--- config.mk ---
export PLATFORM = sky130hd
export DESIGN_NAME = axil_reg_bridge
export DESIGN_NICKNAME = d
export VERILOG_FILES = /design/src/rtl/axil_pkg.sv /design/src/rtl/axil_reg_bridge.sv
export SDC_FILE = /design/constraint.sdc
export NUM_CORES = 1
export LEC_CHECK = 0
export ABC_AREA = 0
export BUFFER_PORTS_ARGS = -buffer_cell sky130_fd_sc_hd__buf_2
export CAP_MARGIN = 20
export CORE_ASPECT_RATIO = 1.25
export CORE_MARGIN = 1
export CORE_UTILIZATION = 49
export CTS_CLUSTER_SIZE = 12
export DETAILED_ROUTE_END_ITERATION = 10
export GPL_ROUTABILITY_DRIVEN = 0
export PLACE_DENSITY = 0.88
export SLEW_MARGIN = 20
export SYNTH_ARGS = -nofsm -noshare
export SYNTH_HDL_FRONTEND = slang
export SYNTH_SLANG_ARGS = --single-unit
--- constraint.sdc ---
create_clock -name clk -period 4.9 [get_ports clk]
set_input_delay 0.735 -clock clk [delete_from_list [all_inputs] [get_ports clk]]
set_output_delay 0.735 -clock clk [all_outputs]
set_load 0.05 [all_outputs]
--- src/rtl/axil_pkg.sv ---
// Shared constants for the AXI-Lite register bridge: response codes and FSM encoding.
package axil_pkg;

  localparam logic [1:0] RESP_OKAY   = 2'b00;
  localparam logic [1:0] RESP_SLVERR = 2'b10;

  typedef enum logic [2:0] {
    ST_IDLE    = 3'd0,
    ST_WR_USER = 3'd1,
    ST_WR_RESP = 3'd2,
    ST_RD_USER = 3'd3,
    ST_RD_RESP = 3'd4
  } state_t;

endpackage

--- src/rtl/axil_reg_bridge.sv ---
// AXI4-Lite slave to single-outstanding register strobe bridge for the DTW control block.
// Optional macro AXIL_TIMEOUT_EN: abort a stalled user access after TIMEOUT_CYCLES with SLVERR.
module axil_reg_bridge
  import axil_pkg::*;
#(
  parameter int ADDR_WIDTH     = 16,
  parameter int DATA_WIDTH     = 32,
  parameter int TIMEOUT_CYCLES = 256
) (
  input  logic                  clk,
  input  logic                  rst,
  input  logic                  i_awvalid,
  input  logic [ADDR_WIDTH-1:0] i_awaddr,
  output logic                  o_awready,
  input  logic                  i_wvalid,
  output logic                  o_wready,
  input  logic [DATA_WIDTH-1:0] i_wdata,
  output logic                  o_bvalid,
  input  logic                  i_bready,
  output logic [1:0]            o_bresp,
  input  logic                  i_arvalid,
  output logic                  o_arready,
  input  logic [ADDR_WIDTH-1:0] i_araddr,
  output logic                  o_rvalid,
  input  logic                  i_rready,
  output logic [1:0]            o_rresp,
  output logic [DATA_WIDTH-1:0] o_rdata,
  output logic [ADDR_WIDTH-1:0] o_reg_address,
  input  logic                  i_reg_invalid_addr,
  output logic                  o_reg_in_rdy,
  input  logic                  i_reg_in_ack_stb,
  output logic [DATA_WIDTH-1:0] o_reg_in_data,
  output logic                  o_reg_out_req,
  input  logic                  i_reg_out_rdy_stb,
  input  logic [DATA_WIDTH-1:0] i_reg_out_data
);

  state_t                  state, state_nxt;
  logic                    armed;
  logic                    aw_done, w_done;
  logic [ADDR_WIDTH-1:0]   addr_q;
  logic [DATA_WIDTH-1:0]   wdata_q, rdata_q;
  logic [1:0]              bresp_q, rresp_q;
  logic                    aw_hs, w_hs, ar_hs, aw_got, w_got;
  logic                    tmo_hit;

  // A channel transfers on a rising edge where its valid and ready are both high;
  // valids from the host are never gated by our readies, and our valids hold until taken.
  assign o_awready = (state == ST_IDLE) && armed && !aw_done;
  assign o_wready  = (state == ST_IDLE) && armed && !w_done;
  assign o_arready = (state == ST_IDLE) && armed && !aw_done && !w_done && !i_awvalid;

  assign aw_hs  = i_awvalid && o_awready;
  assign w_hs   = i_wvalid && o_wready;
  assign ar_hs  = i_arvalid && o_arready;
  assign aw_got = aw_done || aw_hs;
  assign w_got  = w_done || w_hs;

`ifdef AXIL_TIMEOUT_EN
  localparam int TMO_W = $clog2(TIMEOUT_CYCLES + 1);
  logic [TMO_W-1:0] tmo_cnt;

  // Leaving a wait state clears the count, so each access gets the full budget.
  always_ff @(posedge clk or negedge rst) begin
    if (!rst) begin
      tmo_cnt <= '0;
    end else if (state == ST_WR_USER || state == ST_RD_USER) begin
      tmo_cnt <= tmo_cnt + 1'b1;
    end else begin
      tmo_cnt <= '0;
    end
  end

  assign tmo_hit = (tmo_cnt == TMO_W'(TIMEOUT_CYCLES - 1));
`else
  assign tmo_hit = 1'b0;
`endif

  always_ff @(posedge clk or negedge rst) begin
    if (!rst) state <= ST_IDLE;
    else      state <= state_nxt;
  end

  always_comb begin
    state_nxt = state;
    case (state)
      ST_IDLE: begin
        if (aw_got && w_got) state_nxt = ST_WR_USER;
        else if (ar_hs)      state_nxt = ST_RD_USER;
      end
      ST_WR_USER: if (i_reg_in_ack_stb || tmo_hit)  state_nxt = ST_WR_RESP;
      ST_WR_RESP: if (i_bready)                     state_nxt = ST_IDLE;
      ST_RD_USER: if (i_reg_out_rdy_stb || tmo_hit) state_nxt = ST_RD_RESP;
      ST_RD_RESP: if (i_rready)                     state_nxt = ST_IDLE;
      default:                                      state_nxt = ST_IDLE;
    endcase
  end

  always_ff @(posedge clk or negedge rst) begin
    if (!rst) begin
      armed   <= 1'b0;
      aw_done <= 1'b0;
      w_done  <= 1'b0;
      addr_q  <= '0;
      wdata_q <= '0;
      rdata_q <= '0;
      bresp_q <= RESP_OKAY;
      rresp_q <= RESP_OKAY;
    end else begin
      armed <= 1'b1;
      if (aw_hs) addr_q  <= i_awaddr;
      if (ar_hs) addr_q  <= i_araddr;
      if (w_hs)  wdata_q <= i_wdata;
      // Capture flags persist until the pair is complete, even across an interleaved read.
      if (aw_got && w_got) begin
        aw_done <= 1'b0;
        w_done  <= 1'b0;
      end else begin
        aw_done <= aw_got;
        w_done  <= w_got;
      end
      if (state == ST_WR_USER) begin
        if (i_reg_in_ack_stb) bresp_q <= i_reg_invalid_addr ? RESP_SLVERR : RESP_OKAY;
        else if (tmo_hit)     bresp_q <= RESP_SLVERR;
      end
      if (state == ST_RD_USER) begin
        if (i_reg_out_rdy_stb) begin
          rresp_q <= i_reg_invalid_addr ? RESP_SLVERR : RESP_OKAY;
          rdata_q <= i_reg_invalid_addr ? '0 : i_reg_out_data;
        end else if (tmo_hit) begin
          rresp_q <= RESP_SLVERR;
          rdata_q <= '0;
        end
      end
    end
  end

  assign o_reg_in_rdy  = (state == ST_WR_USER);
  assign o_reg_out_req = (state == ST_RD_USER);
  assign o_reg_address = addr_q;
  assign o_reg_in_data = wdata_q;
  assign o_bvalid      = (state == ST_WR_RESP);
  assign o_bresp       = o_bvalid ? bresp_q : RESP_OKAY;
  assign o_rvalid      = (state == ST_RD_RESP);
  assign o_rresp       = o_rvalid ? rresp_q : RESP_OKAY;
  assign o_rdata       = o_rvalid ? rdata_q : '0;

endmodule

# Word level (Yosys, flattened, before mapping)
# Cells that the tools add are included.
totals:
  register_bits: 90
  inputBits: 106
  out_inout_bits: 91
  elab_cells: 53
classes:
  eq_ne: 9
  n_mux: 16
  n_reduce_logical: 19
op_table:
  columns: ["op", "n"]
  rows:
  - ["2-to-1 mux 32 bit", 2]
  - ["2-to-1 mux 16 bit", 2]
  - ["2-to-1 mux 3 bit", 6]
  - ["case mux 3 bit (5 select lines)", 1]
  - ["logical AND 1 bit", 9]
  - ["inequality test 2 x 1 -> 1 bit, second input constant", 4]
  - ["equality test 3 x 2 -> 1 bit, second input constant", 2]
  - ["2-to-1 mux 2 bit", 3]
  - ["AND reduction 5 bit", 1]
  - ["AND reduction 2 bit", 2]
  - ["equality test 3 x 1 -> 1 bit, second input constant", 1]
  - ["equality test 3 bit, second input constant", 1]
  - ["logical NOT 1 bit", 3]
  - ["logical NOT 3 bit", 1]
  - ["inequality test 3 x 2 -> 1 bit, second input constant", 1]
  - ["logical OR 1 bit", 2]
  - ["2-to-1 mux 1 bit", 2]
  - ["nonzero test 2 bit", 1]

# Longest topological paths before layout
logic_depth:
  depth_word: 9
  mapped_depth: 6
  mapped_depth_nobuf: 4

# Worst setup path after synthesis
# Ideal clock, no wire load.
synth_path:
  path_kind: "register to output"
  from: "register state[0]"
  to: "output o_arready"
  arrival_ns: 2.528
  t_required_ns: 4.165
  setup_slack_ns: 1.637
  path_stages_with_launch: 4
  path_buffers: 1
  cell_sequence: "dfrtp_1 or4b_1 buf_6 nor4_1"
synth_between:
  elab_chain_cells: 5
synth_lines:
  columns: ["element", "line_no", "rtl"]
  rows:
  - ["start: declaration", "axil_reg_bridge.sv:38", "state_t state, state_nxt;"]
  - ["start signal: assignment", "axil_reg_bridge.sv:81", "else state <= state_nxt;"]
  - ["logical NOT 3 bit", "axil_reg_bridge.sv:51", "assign o_arready = (state == ST_IDLE) && armed && !aw_done && !w_done && !i_awvalid;"]
  - ["logical AND 1 bit (4 in series)", "axil_reg_bridge.sv:51", null]
  - ["end: declaration", "axil_reg_bridge.sv:22", "output logic o_arready,"]
# No other way between the ends.

# Worst setup path after layout
# Ends and elaborated chain as after synthesis.

==> impl_metrics.py <==
metrics = {
    "outcome": {
        "status": "finished clean",
    },
    "routing": {
        "drt-total-wl_um": 9308,
        "drc": 0,
        "drtPass1Iterations": 4,
        "vias": 3229,
        "ant_nets": 0,
        "post_drt_wl_per_cell_um": 14.70,
        "viasPerCell": 5.101,
        "drt_iter0_drc": 101,
    },
    "logic_synthesis": {
        "netlist_instances": 344,
        "yosys_warnings": 0,
        "yosys_most_used_dff": "dfrtp_1",
        "yosys.cell_types.count": 32,
        "async_flop_share": 1.000,
        "synth_edf_count": 0,
        "ys_ff_latch": 88,
        "synth_seq_area_share": 0.5630,
        "avgSynthCellArea_um2": 11.37,
        "synth_area_um2": 3911,
    },
    "floorplanning": {
        "core_area_um2": 7747,
        "io-pin-count": 197,
        "initial_core_util": 0.5048,
        "die_area_um2": 8346,
        "rows": 36,
        "die_w_um": 81.91,
        "die_y_um": 101.9,
    },
    "global_routing": {
        "grt_start_max_net_pins": 67,
        "grt_usage": 0.2310,
        "antenna_found_initial": 3,
        "grt_pass1_vias": 3136,
        "grt_overflow": 0,
        "grt_pass1_wl_um": 14450,
    },
    "pwr": {
        "power_mw": 3.192,
        "power_density_nw_per_um2": 625.7,
        "p_leak_nw": 2.697,
        "irDropWorstVdd_v": 0.0004554,
    },
    "placement": {
        "hpwl_um": 6894,
        "placed_cells": 615,
        "portBuffers": 194,
        "placed_cell_area_um2": 4931,
    },
    "hold_path": {
        "hp-class": "input pin to async pin",
    },
    "setup_path": {
        "cp_max_fo": 7,
        "arrival_ns": 2.15,
        "required_ns": 4.16,
        "r2r_setup_slack_ns": 2.23,
        "end_kind": "output pin",
        "path_class": "register to output pin",
        "critPathLaunchType": "register",
    },
    "final_layout": {
        "fin_nets": 637,
        "fin_area_um2": 5101,
        "drive_gt1_frac": 0.5019,
        "areaGrowthSynthToFinish_pct": 30.42,
        "final_cells": 633,
    },
    "clock_tree": {
        "cts_hold_buf": 0,
        "root_buffer": "clkbuf_8",
        "cts_buffers": 9,
        "cts_tree": "yes",
        "clockBufferDepth": 2,
        "ctsHtreeMaxLevel": 3,
        "post_cts_buffers": 0,
        "clkLatencyLatePin_ns": 0.35,
        "cts_resized": 0,
        "cts_sinks": 88,
        "clkTransAtPathRegs_ns": 0.09,
    },
    "timing": {
        "drv_slew": 0,
        "clock.fmax_mhz": 346.7,
        "period_share": 0.5887,
        "fin_setup_tns_ns": 0,
        "tightest_slew_ns": 0.8781,
        "setup_violations": 0,
        "rsz0062_at_grt": "no",
        "fin_skew_ns": 0.01237,
        "whs_ns": 0.3625,
        "max-slew-margin-rel": 0.4139,
        "min_period_ns": 2.885,
        "hold_viol": 0,
    },
    "flow_run": {
        "cap_violations": 0,
    },
}
-- kinds of logic (layout without fill, tap and decap cells) --
| family | Yosys count | count (layout) | share of synthesized area |
|---|---|---|---|
| AND/OR/NAND/NOR | 125 | 125 | 0.1827 |
| multiplexers | 37 | 37 | 0.1056 |
| AO/OA/AOI/OAI | 67 | 67 | 0.1136 |
| other | 2 | 5 | 0.001920 |
| buffers and inverters | 25 | 216 | 0.03327 |
| flip-flops | 88 | 88 | 0.5630 |
-- Yosys cell counts, types with 2 or more instances --
library cell | n | area, µm²
nor3_1 | 4 | 20.02
a22o_2 | 13 | 130.1
clkbuf_1 | 14 | 52.55
and2_1 | 36 | 225.2
buf_2 | 2 | 10.01
buf_6 | 2 | 22.52
conb_1 | 2 | 7.510
nand2b_1 | 33 | 206.5
mux2i_1 | 3 | 30.03
dfrtp_1 | 88 | 2202
nor2_1 | 4 | 15.01
a21o_1 | 13 | 97.59
o21ai_1 | 3 | 15.01
inv_1 | 2 | 7.510
nand3_1 | 2 | 10.01
nor3b_4 | 2 | 37.54
o21ai_0 | 34 | 170.2
nand2_1 | 36 | 135.1
buf_4 | 5 | 37.54
mux2_2 | 34 | 382.9
-- per-layer routing --
metal / global-route usage / share of wire / vias to the layer above
met4: 0.07827 / 0.015 / 2
met2: 0.3954 / 0.49 / 146
met5: 0 / 0.0014 / -
met1: 0.2592 / 0.39 / 1533
met3: 0.09107 / 0.10 / 14
li1: - / - / 1534
-- critical path, cell delays in order, from the launching register on --
cell and delay [ns]:
dfrtp_1 0.46, or4b_1 0.75, nor4_1 0.28, buf_2 0.32
-- final cells by class --
| type | count | area (µm²) |
|---|---|---|
| fill | 627 | 2646 |
| sequential | 88 | 2202 |
| multi-input combinational | 232 | 1599 |
| timing repair buffer | 198 | 1003 |
| clock buffer | 11 | 131.4 |
| tap | 95 | 118.9 |
| clock inverter | 5 | 33.78 |
| inverter | 2 | 7.507 |
| antenna | 2 | 5.005 |
-- cells in the final DEF, fill, tap and decap left out, types with 4 or more instances in the layout --
cell type    n
nand2_1     36
mux2_2      34
buf_2      193
nand2b_1    33
and2_1      36
o21ai_0     34
nor2_1       4
buf_4        5
clkbuf_8     9
nor3_1       4
a21o_1      13
a22o_2      13
dfrtp_1     88
-- final timing paths --
path	from	endpoint	cells after the start
setup / recovery	state[0]	o_arready	3
hold / removal	rst	rdata_q[22]	1
setup reg to reg	state[0]	o_reg_address[3]	4
hold reg to reg	rdata_q[26]	rdata_q[26]	2
max in group asynchronous	rst	o_reg_in_data[8]	2
min in group clk	rdata_q[26]	rdata_q[26]	2
-- metrics by stage --
step,utilization,worst slack (ns)
CTS,0.6578,1.973
floorplan,-,1.637
detailed placement,0.6365,2.246
finish,0.6584,2.015
global route,0.6581,1.910
global placement,0.6357,2.009
-- power breakdown --
group,leakage [nW],internal [mW],switching [mW]
sequential,1.11,1.02,0.163
combinational,1.51,0.441,1.13
clock,0.0793,0.184,0.250
-- flip-flops by register name (all words and copies together), names as in the netlist --
signal and cells:
armed 1, aw_done 1, bresp_q 1, o_reg_address 16, o_reg_in_data 32, rdata_q 32
rresp_q 1, state 3, w_done 1
No activity file was read; power rests on OpenSTA's default activity.
